===== config.mk =====
export PLATFORM = sky130hd
export DESIGN_NAME = pipe_arith_vr_flat
export DESIGN_NICKNAME = d
export VERILOG_FILES = /design/src/rtl/pipe_arith_vr_if.sv /design/src/rtl/pipe_arith_vr.sv /design/src/flat_wrapper.sv
export SDC_FILE = /design/constraint.sdc
export NUM_CORES = 1
export LEC_CHECK = 0
export BUFFER_PORTS_ARGS = -buffer_cell sky130_fd_sc_hd__buf_4
export CAP_MARGIN = 20
export CELL_PAD_IN_SITES_DETAIL_PLACEMENT = 1
export CELL_PAD_IN_SITES_GLOBAL_PLACEMENT = 1
export CORE_ASPECT_RATIO = 0.6
export CORE_MARGIN = 10
export CORE_UTILIZATION = 30
export DETAILED_ROUTE_END_ITERATION = 6
export PLACE_DENSITY = 0.59
export RECOVER_POWER = 100
export SYNTH_ARGS = -nofsm -noshare
export SYNTH_HDL_FRONTEND = slang
export SYNTH_SLANG_ARGS = --single-unit

===== constraint.sdc =====
create_clock -name clk -period 9.36 [get_ports clk]
set_input_delay 2.808 -clock clk [delete_from_list [all_inputs] [get_ports clk]]
set_output_delay 2.808 -clock clk [all_outputs]
set_load 0.005 [all_outputs]

===== src/rtl/pipe_arith_vr_if.sv =====
// Operand/result handshake bundle for pipe_arith_vr: valid/ready on the
// operand side and on the result side.
interface pipe_arith_vr_if #(
    parameter int W = 10
);
    logic         in_valid;
    logic         in_ready;
    logic [W-1:0] a;
    logic [W-1:0] b;
    logic [W-1:0] c;
    logic [W-1:0] d;
    logic         op_sel;
    logic         out_valid;
    logic         out_ready;
    logic [W-1:0] out_data;

    modport master (
        output in_valid, a, b, c, d, op_sel, out_ready,
        input  in_ready, out_valid, out_data
    );

    modport slave (
        input  in_valid, a, b, c, d, op_sel, out_ready,
        output in_ready, out_valid, out_data
    );
endinterface


===== src/rtl/pipe_arith_vr.sv =====
// Three-stage flow-controlled pipeline computing ((a+b)+(c-d)) op d modulo 2^W,
// with a wrapping count of consumed results.
module pipe_arith_vr #(
    parameter int W  = 10,
    parameter int CW = 16
) (
    input  logic          clk,
    input  logic          rst,
    pipe_arith_vr_if.slave bus,
    output logic [CW-1:0] done_cnt
);
    logic          v1_q, v1_d, v2_q, v2_d, v3_q, v3_d;
    logic [W-1:0]  x1_q, x1_d, x2_q, x2_d, d1_q, d1_d;
    logic          op1_q, op1_d, op2_q, op2_d;
    logic [W-1:0]  x3_q, x3_d, d2_q, d2_d;
    logic [W-1:0]  out_q, out_d;
    logic [CW-1:0] cnt_q, cnt_d;
    logic          adv1, adv2, adv3;

    // A stage may load when empty or when its contents leave on the same edge.
    assign adv3 = ~v3_q | bus.out_ready;
    assign adv2 = ~v2_q | adv3;
    assign adv1 = ~v1_q | adv2;

    always_comb begin
        // NOTE: every next-state value defaults to hold first, so no path can infer a latch.
        v1_d  = v1_q;
        x1_d  = x1_q;
        x2_d  = x2_q;
        d1_d  = d1_q;
        op1_d = op1_q;
        v2_d  = v2_q;
        x3_d  = x3_q;
        d2_d  = d2_q;
        op2_d = op2_q;
        v3_d  = v3_q;
        out_d = out_q;
        cnt_d = cnt_q;

        if (adv1) begin
            v1_d = bus.in_valid;
            if (bus.in_valid) begin
                x1_d  = bus.a + bus.b;
                x2_d  = bus.c - bus.d;
                d1_d  = bus.d;
                op1_d = bus.op_sel;
            end
        end

        if (adv2) begin
            v2_d = v1_q;
            if (v1_q) begin
                x3_d  = x1_q + x2_q;
                d2_d  = d1_q;
                op2_d = op1_q;
            end
        end

        // The result register only changes on a real load, so it keeps its last value otherwise.
        if (adv3) begin
            v3_d = v2_q;
            if (v2_q) begin
                out_d = op2_q ? (x3_q + d2_q) : (x3_q * d2_q);
            end
        end

        if (v3_q && bus.out_ready) begin
            cnt_d = cnt_q + 1'b1;
        end
    end

    // NOTE: only control state and visible outputs reset; stage data is don't-care while its valid is low.
    always_ff @(posedge clk) begin
        if (rst) begin
            // NOTE: non-blocking assignments so every register samples pre-edge values.
            v1_q  <= 1'b0;
            v2_q  <= 1'b0;
            v3_q  <= 1'b0;
            out_q <= '0;
            cnt_q <= '0;
        end else begin
            v1_q  <= v1_d;
            v2_q  <= v2_d;
            v3_q  <= v3_d;
            out_q <= out_d;
            cnt_q <= cnt_d;
        end
    end

    always_ff @(posedge clk) begin
        x1_q  <= x1_d;
        x2_q  <= x2_d;
        d1_q  <= d1_d;
        op1_q <= op1_d;
        x3_q  <= x3_d;
        d2_q  <= d2_d;
        op2_q <= op2_d;
    end

    assign bus.in_ready  = adv1;
    assign bus.out_valid = v3_q;
    assign bus.out_data  = out_q;
    assign done_cnt      = cnt_q;
endmodule


===== src/flat_wrapper.sv =====
// flat-port wrapper written by rule: the top's interface ports become plain ports
module pipe_arith_vr_flat 
#(
    parameter int W  = 10,
    parameter int CW = 16
)
  (clk, rst, done_cnt, bus_in_valid, bus_a, bus_b, bus_c, bus_d, bus_op_sel, bus_out_ready, bus_in_ready, bus_out_valid, bus_out_data);
  pipe_arith_vr_if #(.W(W)) bus_i ();
  input  logic clk;
  input  logic rst;
  output logic [CW-1:0] done_cnt;
  input wire logic [$bits(bus_i.in_valid)-1:0] bus_in_valid;
  input wire logic [$bits(bus_i.a)-1:0] bus_a;
  input wire logic [$bits(bus_i.b)-1:0] bus_b;
  input wire logic [$bits(bus_i.c)-1:0] bus_c;
  input wire logic [$bits(bus_i.d)-1:0] bus_d;
  input wire logic [$bits(bus_i.op_sel)-1:0] bus_op_sel;
  input wire logic [$bits(bus_i.out_ready)-1:0] bus_out_ready;
  output wire logic [$bits(bus_i.in_ready)-1:0] bus_in_ready;
  output wire logic [$bits(bus_i.out_valid)-1:0] bus_out_valid;
  output wire logic [$bits(bus_i.out_data)-1:0] bus_out_data;
  assign bus_i.in_valid = bus_in_valid;
  assign bus_i.a = bus_a;
  assign bus_i.b = bus_b;
  assign bus_i.c = bus_c;
  assign bus_i.d = bus_d;
  assign bus_i.op_sel = bus_op_sel;
  assign bus_i.out_ready = bus_out_ready;
  assign bus_in_ready = bus_i.in_ready;
  assign bus_out_valid = bus_i.out_valid;
  assign bus_out_data = bus_i.out_data;
  pipe_arith_vr #(.W(W), .CW(CW)) u_core (.clk(clk), .rst(rst), .bus(bus_i), .done_cnt(done_cnt));
endmodule

==> results.ini, run 1 <==
[routing]
wire_per_inst_um = 16.0
vias = 4066
drt_wl_total_um = 13900
via_per_inst = 4.69
firstDrtPassIters = 4
drc = 0
postRouteAntennaNets = 0
dr.first_iter.drc_count = 203

[flow_run]
drv_cap = 1

[sta]
final_hold_viol_count = 0
rsz0062_at_grt = false
fin_skew_ns = 0.00743
slew_headroom = -0.00725
fin_crit_sh = 0.677
slew_violations = 27
whs_ns = 0.420
finalSetupViolations = 0
setup_slack_ns = 3.03
max_freq_mhz = 158
worstMarginPinSlew_ns = 1.51
min_period_ns = 6.33
fin_tns_setup_ns = 0

[clock_network]
htreeDepth = 3
post_cts_buffers = 0
clock-sinks = 81
postCtsHoldBufs = 0
cts-root-buf = clkbuf_16
ctsResizeCount = 0
cts_inserted_buffers = 9
cts_tree = yes
cts_buffer_depth = 2
clk_latency_ns = 0.34
cts.clk_slew.worst_paths_ns = 0.06

[global_routing]
grt_max_degree = 32
gr-usage-all-layers = 0.116
grt_pass1_wl_um = 23600
global_route.overflow_total = 0
first_global_vias = 4537
antenna_found_initial = 0

[pwr]
max-vdd-ir-drop_mv = 0.0916
power.density_mw_per_mm2 = 220
p_leak_uw = 0.00290

[logic_synthesis]
synth_nets = 678
ys_seq_area_frac = 0.382
synth_area_leader_cell = edfxtp_1
synth_cell_types = 45
syn-instance-count = 545
yosys-top-cells-area = edfxtp_1 28%, ha_1 14%, dfxtp_1 10%, fa_1 8.9%, xnor2_1 5.9%
synth-seq-cells = 81
synth_edf_count = 52
synth.avg_cell_area_um2 = 10.3
synth-async-reset-ratio = 0
yosys_warnings = 0
ys.flop_type = edfxtp_1
synth_top_area_frac = 0.278
syn_area_mm2 = 0.00561

[setup_path]
cp-endpoint = bus_in_ready
worstPathRequired_ns = 6.55
cp_max_fo = 6
critPathLaunchType = input pin
worstRegToRegCells = 17
r2r_slack_ns = 4.31
path_class = in2out
rr_startpoint = u_core.d2_q[3]
reg2reg_to = u_core.bus.out_data[9]
arrival_ns = 3.53
startpoint = bus_out_ready
cp-end-kind = output port

[run_status]
violations = capacitance limit, slew limit
status = finished, violations left

[final_layout]
drive_gt1_frac = 0.118
ff_latch_area_mm2 = 0.00214
fin_util = 0.366
area_growth_pct = 18.9
final_common_cell = ha_1
final_cell_mix = 63 x ha_1, 58 x inv_1, 52 x edfxtp_1
fin_cells = 867
n_antenna_cell = 0
nets = 755
fillers = 2080
multi_input_area_mm2 = 0.00321

[floorplanning]
core_area_mm2 = 0.0182
ioPinCount = 73
rows = 38
die_height_um = 126
dieArea_mm2 = 0.0247
start_util = 0.308
die_x_um = 197

[placed_design]
io_buffer_count = 72
gp_congestion = 0.801
dp_cells = 849
post-place-ws_ns = 2.87
hpwl_um = 11400

[hold_path]
hold_path_class = reg2reg

## state kept, by name, indices dropped and copies added, names as in the netlist
register,cells
u_core.x1_q,10
u_core.d2_q,10
u_core.bus.out_valid,1
u_core.v1_q,1
u_core.done_cnt,16
u_core.x2_q,10
u_core.d1_q,10
u_core.op1_q,1
u_core.v2_q,1
u_core.bus.out_data,10
u_core.x3_q,10
u_core.op2_q,1
## cell type report
type,count,area share
multi-input cells,397,0.482
flip-flops and latches,81,0.321
clock buffers,12,0.0417
inverters,58,0.0326
well taps,240,0.0450
repair buffers,75,0.0732
clock inverters,4,0.00469
## cells by family after synthesis
| family | count (synthesis) | synth area share |
|---|---|---|
| buffers and inverters | 67 | 0.0453 |
| xor gates and xnor gates | 66 | 0.106 |
| AOI/OAI and AO/OA | 83 | 0.0935 |
| muxes | 7 | 0.0125 |
| and+or+nand+nor | 153 | 0.131 |
| adders and majority gates | 88 | 0.230 |
| DFF | 81 | 0.382 |
## power breakdown
part | internal [uW] | switching [uW] | leakage, uW | total [uW]
clock network | 212 | 147 | 0.000151 | 359
registers | 426 | 30.9 | 0.000736 | 457
logic | 308 | 345 | 0.00202 | 653
total | 946 | 523 | 0.00290 | 1470
## metal layers
layer,GRT usage,part of all wire,vias up
met3,0.0289,0.048,12
li1,-,-,2023
met5,0,0,-
met4,0.0242,0.0098,0
met1,0.160,0.50,1966
met2,0.181,0.44,65
## cells in the mapped netlist, types with 3 or more instances
| master | instances |
|---|---|
| a2111oi_0 | 3 |
| nand3_1 | 10 |
| and2_1 | 16 |
| nand4_1 | 3 |
| a21oi_1 | 28 |
| a21o_1 | 8 |
| or3_1 | 5 |
| nor2b_1 | 6 |
| inv_1 | 58 |
| nand2b_1 | 7 |
| nor4_1 | 3 |
| nor2_1 | 37 |
| a31oi_1 | 3 |
| ha_1 | 63 |
| edfxtp_1 | 52 |
| a211oi_1 | 6 |
| fa_1 | 25 |
| xnor2_1 | 38 |
| and3_1 | 8 |
| xor2_1 | 27 |
| o21bai_1 | 6 |
| nor3_1 | 5 |
| o21ai_0 | 15 |
| nand2_1 | 47 |
| clkbuf_1 | 6 |
| mux2i_1 | 7 |
| dfxtp_1 | 29 |
## how the worst min path moves through the flow
stage                   startpoint  cells past startpoint  slack, ns             end
CTS                 u_core.d1_q[3]                      0       0.42  u_core.d2_q[3]
global route        u_core.d1_q[1]                      0       0.43  u_core.d2_q[1]
finish              u_core.d1_q[3]                      0       0.42  u_core.d2_q[3]
floorplan           u_core.d1_q[0]                      0       0.40  u_core.d2_q[0]
detailed placement    u_core.op1_q                      0       0.41    u_core.op2_q
global placement    u_core.d1_q[6]                      0       0.40  u_core.d2_q[6]
## worst max-delay path: stages
cell and delay (ns):
clkbuf_4 0.11, nor2b_1 0.30, nand3_1 0.15, clkbuf_4 0.16
## stage by stage
step | total power, uW | instance area [um^2]
2_1_floorplan | 949 | 5610
3_3_place_gp | 1100 | 6440
3_5_place_dp | 1120 | 6440
4_1_cts | 1490 | 6750
5_1_grt | 1590 | 6670
6_report | 1470 | 6670
Power figures use the tool's default switching activity.
==> inputs of run 2 (changes only) <==
==> constraint.sdc (replaced) <==
create_clock -name clk -period 6.5 [get_ports clk]
set_input_delay 1.95 -clock clk [delete_from_list [all_inputs] [get_ports clk]]
set_output_delay 1.95 -clock clk [all_outputs]
set_load 0.005 [all_outputs]
==> run 2 against run 1 <==
Compared with the run above:
- clock-buffer cell count stayed put
- combinational power is 42% higher
- cell area is 0.23% lower
- first-iteration DRC count is 13% higher
- the flow still finishes with violations (capacitance limit, slew limit)
- register-to-register slack worse by 2.7 ns
- sequential share of layout area is 0.073 points higher
- critical endpoint is now u_core.bus.out_data[9]
- cell count stayed put
- sequential power is 44% higher
==> results.ini, run 2 (synthesis gave the netlist of run 1 again) <==
[run_status]
status = finished, violations left
violations = capacitance limit, slew limit

[final_layout]
largest_reg_flops = 16  ; unchanged
fin_cells = 867  ; unchanged
final_cell_mix = 63 x ha_1, 58 x inv_1, 52 x edfxtp_1
n_antenna_cell = 0  ; unchanged
nets = 755  ; unchanged
fin_util = 0.365  ; -0.000824
multi_input_area_mm2 = 0.00321  ; unchanged
drive_gt1_frac = 0.110  ; -0.00797
final_common_cell = ha_1
ff_latch_area_mm2 = 0.00214  ; unchanged
fillers = 2049  ; -1.5%
area_growth_pct = 18.7

[setup_path]
crit_buf_inv = 4  ; +2
slowest_stage = fa_1
cp_max_fo = 8  ; +2
path_class = reg2reg
path_delay_family = adder cells
cpPeakStageDelay_ns = 0.55  ; +0.25 ns
cp-end-kind = register
worstPathRequired_ns = 6.69  ; +0.14 ns
path_cells = ha_1 > inv_1 > fa_1 > inv_1 > fa_1 > ha_1 > fa_1 > inv_1 > fa_1 > inv_1 > ha_1 > o21ai_0 > nand2b_1 > a31oi_1 > xnor3_1 > mux2i_1 > a211oi_2
arrival_ns = 5.09  ; +1.56 ns
critPathLaunchType = register

[sta]
min_period_ns = 4.90
fin_skew_ns = 0.0104  ; +0.00299 ns
whs_ns = 0.419  ; -0.000666 ns
rsz0062_at_grt = false
finalSetupViolations = 0  ; unchanged
fin_crit_sh = 0.754
slew_violations = 28  ; +3.7%
fin_tns_setup_ns = 0  ; unchanged
setup_slack_ns = 1.60  ; -1.43 ns
max_freq_mhz = 204
worstMarginPinSlew_ns = 1.56  ; +0.0466 ns
final_hold_viol_count = 0  ; unchanged
slew_headroom = -0.0383  ; -0.0310

[global_routing]
global_route.overflow_total = 0  ; unchanged
first_global_vias = 4450  ; -1.9%
gr-usage-all-layers = 0.117  ; +0.000324
antenna_found_initial = 0  ; unchanged
grt_pass1_wl_um = 23500  ; -0.12%
grt_max_degree = 32  ; unchanged

[pwr]
clkPwrFrac = 0.244  ; about the same
power.density_mw_per_mm2 = 316  ; +43%
internal_power_uw = 1360  ; +44%
p_leak_uw = 0.00289  ; -0.56%
seq_power_share = 0.313  ; +0.002
p_sw_uw = 738  ; +41%
swShare = 0.352  ; -0.00424
power_frac_comb = 0.443  ; -0.002
max-vdd-ir-drop_mv = 0.171  ; +86%

[routing]
wire_per_inst_um = 16.3  ; +1.6%
dr.first_iter.drc_count = 230  ; +13%
via_per_inst = 4.72  ; +0.74%
firstDrtPassIters = 4  ; unchanged
wl_met2_um = 6040  ; -0.93%
wl_met3_um = 685  ; +2.4%
drc = 0  ; unchanged
vias = 4096  ; +0.74%
postRouteAntennaNets = 0  ; unchanged
top_layer = met4
drt_wl_total_um = 14100  ; +1.6%
m1WireLength_um = 7290  ; +4.1%

[floorplanning]
die_x_um = 197  ; unchanged
dieArea_mm2 = 0.0247  ; unchanged
core_area_mm2 = 0.0182  ; unchanged
start_util = 0.308  ; unchanged
rows = 38  ; unchanged
die_height_um = 126  ; unchanged
ioPinCount = 73  ; unchanged

[clock_network]
cts_tree = yes
clk_latency_ns = 0.35  ; about the same
post_cts_buffers = 0  ; unchanged
ctsResizeCount = 0  ; unchanged
htreeDepth = 3  ; unchanged
cts_inserted_buffers = 9  ; unchanged
postCtsHoldBufs = 0  ; unchanged
cts-root-buf = clkbuf_16
cts_buffer_depth = 2  ; unchanged
cts.clk_slew.worst_paths_ns = 0.06  ; about the same
clock-sinks = 81  ; unchanged

[placed_design]
hpwl_um = 11600  ; +2.0%
io_buffer_count = 72  ; unchanged
gp_congestion = 0.823  ; +2.7%
dp_cells = 850  ; +0.12%
post-place-ws_ns = 1.62  ; -1.25 ns

[hold_path]
hold_path_class = reg2reg

[flow_run]
drv_cap = 1  ; unchanged

## run 2: cell types whose count changed in the layout (fill, tap and decap cells not counted), sizes merged
| cell | delta |
|---|---|
| clkinv | +1 |
| clkbuf | +1 |
| inv | -1 |
| buf | -1 |
## run 2: per-stage QoR
stage | total power (uW) | cell area [um^2]
4_1_cts | 2140 | 6760
2_1_floorplan | 1370 | 5610
3_3_place_gp | 1570 | 6440
5_1_grt | 2280 | 6650
6_report | 2100 | 6650
3_5_place_dp | 1610 | 6450
## run 2: area by class of cell
cell class | instances | share of cell area
clock inverter | 4 | 0.00451
multi-input combinational | 397 | 0.483
sequential | 81 | 0.322
tap | 240 | 0.0451
timing repair buffer | 75 | 0.0711
clock buffer | 12 | 0.0419
inverter | 58 | 0.0327
## run 2: routing by layer
metal / vias to the layer above / track usage
met5: - / 0
met4: 0 / 0.0264
met3: 8 / 0.0342
met2: 75 / 0.171
met1: 1993 / 0.165
li1: 2020 / -
## run 2: path summary, 6_finish.rpt
path | cells after the start | startpoint | endpoint | slack, ns
worst min-delay path | 0 | u_core.op1_q | u_core.op2_q | 0.42
worst max register to register | 17 | u_core.d2_q[3] | u_core.bus.out_data[9] | 1.60
worst max-delay path | 17 | u_core.d2_q[3] | u_core.bus.out_data[9] | 1.60
worst min register to register | 0 | u_core.op1_q | u_core.op2_q | 0.42
## run 2: power by group through the flow
stage                     Sequential [uW]  Clock (uW)  Combinational, uW
final                                 658         512                930
after global routing                  664         553               1070
after CTS                             658         532                948
after detailed placement              668           0                937
after global placement                666           0                905
after floorplan                       646           0                720
==> inputs of run 3 (changes only) <==
--- a/config.mk
+++ b/config.mk
@@ -5,6 +5,7 @@
 export SDC_FILE = /design/constraint.sdc
 export NUM_CORES = 1
 export LEC_CHECK = 0
+export ABC_AREA = 1
 export BUFFER_PORTS_ARGS = -buffer_cell sky130_fd_sc_hd__buf_4
 export CAP_MARGIN = 20
 export CELL_PAD_IN_SITES_DETAIL_PLACEMENT = 1
@@ -13,7 +14,7 @@
 export CORE_MARGIN = 10
 export CORE_UTILIZATION = 30
 export DETAILED_ROUTE_END_ITERATION = 6
-export PLACE_DENSITY = 0.59
+export PLACE_DENSITY = 0.62
 export RECOVER_POWER = 100
 export SYNTH_ARGS = -nofsm -noshare
 export SYNTH_HDL_FRONTEND = slang
==> constraint.sdc (replaced) <==
create_clock -name clk -period 4 [get_ports clk]
set_input_delay 1.2 -clock clk [delete_from_list [all_inputs] [get_ports clk]]
set_output_delay 1.2 -clock clk [all_outputs]
set_load 0.005 [all_outputs]
==> run 3 against run 2 <==
Compared with the run above:
- the run ends with capacitance limit, slew limit, setup timing left
- via count grew 20%
- hold slack gained 0.0064 ns
- first-iteration DRC count grew 1.3%
- sequential share of layout area shrank 3.9 points
- critical endpoint unchanged
- largest cell class unchanged
==> results.ini, run 3 <==
[routing]
postRouteAntennaNets = 0  ; unchanged
vias = 4898  ; +20%
wire_per_inst_um = 15.7  ; -3.9%
firstDrtPassIters = 5  ; +1
drc = 0  ; unchanged
dr.first_iter.drc_count = 233  ; +1.3%
drt_wl_total_um = 16900  ; +19%
via_per_inst = 4.55  ; -3.7%

[final_layout]
final_common_cell = nand2_1
drive_gt1_frac = 0.217  ; +0.107
nets = 939  ; +24%
n_antenna_cell = 0  ; unchanged
fin_util = 0.394  ; +0.0283
final_cell_mix = 128 x nand2_1, 117 x inv_1, 77 x buf_4
largest_reg_flops = 16  ; unchanged
fillers = 2310  ; +13%
area_growth_pct = 27.3

[sta]
slew_headroom = -0.163  ; -0.125
min_period_ns = 4.26  ; -0.643 ns
worstMarginPinSlew_ns = 1.74  ; +0.187 ns
fin_crit_sh = 1.06  ; +0.310
slew_violations = 32  ; +14%
setup_slack_ns = -0.256  ; -1.86 ns
max_freq_mhz = 235  ; +15%
finalSetupViolations = 5  ; +5
fin_skew_ns = 0.0104  ; +0.0000201 ns
final_hold_viol_count = 0  ; unchanged
rsz0062_at_grt = true

[floorplanning]
die_x_um = 202  ; +2.6%
ioPinCount = 73  ; unchanged
dieArea_mm2 = 0.0260  ; +5.2%
die_height_um = 129  ; +2.5%
start_util = 0.309  ; +0.00117
rows = 39  ; +2.6%
core_area_mm2 = 0.0192  ; +5.6%

[logic_synthesis]
ys_seq_area_frac = 0.360  ; -0.0216
synth_top_area_frac = 0.263  ; -0.0157
synth_cell_types = 40  ; -11%
synth-async-reset-ratio = 0  ; unchanged
synth_common_cells = 130 x nand2_1, 124 x inv_1, 63 x ha_1, 52 x edfxtp_1, 51 x a21oi_1
synth-seq-cells = 81  ; unchanged
synth_nets = 812  ; +20%
synth.avg_cell_area_um2 = 8.75  ; -15%
yosys_warnings = 0  ; unchanged
yosys-top-cells-area = edfxtp_1 26%, ha_1 13%, dfxtp_1 9.8%, fa_1 8.4%, nand2_1 8.2%
ys.flop_type = edfxtp_1
synth_area_leader_cell = edfxtp_1
synth.most_common_cell = nand2_1
syn-instance-count = 679  ; +25%
syn_area_mm2 = 0.00594  ; +6.0%
synth_edf_count = 52  ; unchanged

[run_status]
violations = capacitance limit, slew limit, setup timing
status = finished, violations left

[global_routing]
first_global_vias = 5370  ; +21%
grt_max_degree = 32  ; unchanged
gr-usage-all-layers = 0.129  ; +0.0123
antenna_found_initial = 0  ; unchanged
global_route.overflow_total = 0  ; unchanged
grt_pass1_wl_um = 27300  ; +16%

[setup_path]
critPathLaunchType = register
arrival_ns = 4.55  ; -0.54 ns
worstPathRequired_ns = 4.29  ; -2.40 ns
path_cells = ha_2 > inv_2 > fa_1 > inv_2 > fa_1 > ha_4 > fa_1 > inv_1 > fa_1 > inv_2 > ha_4 > a21oi_2 > o21ai_1 > a31oi_1 > inv_1 > nand3_2 > nand3_2 > nand3_2 > nand2_1 > inv_1
cpPeakStageDelay_ns = 0.55  ; about the same
cp-end-kind = register
cp_max_fo = 6  ; -2
path_delay_family = adder cells
path_class = reg2reg
crit_path_frequent_cell = fa_1
crit_buf_inv = 6  ; +2
slowest_stage = fa_1

[pwr]
max-vdd-ir-drop_mv = 0.211  ; +23%
power.density_mw_per_mm2 = 490  ; +55%
p_leak_uw = 0.00355  ; +23%
total_power_uw = 3710  ; +77%

[clock_network]
cts_inserted_buffers = 9  ; unchanged
htreeDepth = 3  ; unchanged
cts.clk_slew.worst_paths_ns = 0.07  ; about the same
cts-root-buf = clkbuf_16
cts_tree = yes
postCtsHoldBufs = 0  ; unchanged
cts_buffer_depth = 2  ; unchanged
clk_latency_ns = 0.34  ; about the same
clock-sinks = 81  ; unchanged

[placed_design]
io_buffer_count = 72  ; unchanged
hpwl_um = 13700  ; +18%
gp_congestion = 0.850  ; +3.4%

[hold_path]
hold_path_class = reg2reg

[flow_run]
drv_cap = 1  ; unchanged

run 3: cell types whose count changed in the layout (fill, tap and decap cells not counted), sizes merged, moves of 7 or more:
cell and delta:
nand2 +91, inv +68, buf +55, a21oi +27, xnor2 -24, nand3 +17, o21ai +17, and2 -16
and3 -8, mux2i -7, nand2b -7
run 3: cells by family (layout without fill, tap and decap cells):
| kind of cell | count (synthesis) | after routing | share of synthesized area |
|---|---|---|---|
| AO/OA/AOI/OAI | 110 | 110 | 0.102 |
| XOR/XNOR | 39 | 39 | 0.0587 |
| adder cells (fa/ha/maj) | 88 | 88 | 0.217 |
| buffers and inverters | 138 | 270 | 0.0937 |
| flip-flops | 81 | 81 | 0.360 |
| AND/OR/NAND/NOR | 223 | 223 | 0.168 |
run 3: worst reg2reg max path, delay by kind of cell, from the launching register on:
kind / cells / cell delay [ns]
AO/OA/AOI/OAI: 3 / 0.40
adder cells (fa/ha/maj): 7 / 2.72
buffers and inverters: 6 / 0.33
flip-flops: 1 / 0.48
AND/OR/NAND/NOR: 4 / 0.27
run 3: worst paths after layout:
path | startpoint | slack (ns) | cells after the start | end
setup reg to reg | u_core.d2_q[3] | -0.26 | 20 | u_core.bus.out_data[9]
hold / removal | u_core.d1_q[3] | 0.43 | 0 | u_core.d2_q[3]
setup / recovery | u_core.d2_q[3] | -0.26 | 20 | u_core.bus.out_data[9]
hold reg to reg | u_core.d1_q[3] | 0.43 | 0 | u_core.d2_q[3]
run 3: final cells by class:
cell class,count,area [um^2],area share
clock buffer,12,269,0.0355
clock inverter,4,56.3,0.00744
inverter,127,479,0.0633
multi-input combinational,460,3380,0.447
sequential,81,2140,0.283
tap,266,333,0.0440
timing repair buffer,127,908,0.120
run 3: per-layer routing:
metal | GRT usage | share of wire
met3 | 0.0236 | 0.037
met2 | 0.213 | 0.46
met4 | 0.0295 | 0.010
met1 | 0.174 | 0.50
met5 | 0 | 0
run 3: what timing repair did:
item	in CTS	in global routing
pin swaps	25	19
setup buffers	10	7
setup endpoints to repair	5	5
resized for setup	21	19
run 3: per-stage QoR:
step	setup TNS (ns)	hold WS (ns)	std cells	area, um^2	setup slack [ns]
6_report	-0.966	0.426	1077	7570	-0.256
5_1_grt	-1.82	0.436	1077	7570	-0.496
4_1_cts	-0.900	0.428	1070	7540	-0.264
3_5_place_dp	-1.10	0.411	1044	7060	-0.325
3_3_place_gp	-0.599	0.410	1044	7060	-0.228
2_1_floorplan	0	0.400	679	5980	0.00220
run 3: report_power, final:
| group | internal, uW | switching, uW | total, uW |
|---|---|---|---|
| Sequential | 982 | 49.3 | 1030 |
| Clock | 547 | 358 | 906 |
| Combinational | 822 | 949 | 1770 |
| Total | 2350 | 1360 | 3710 |
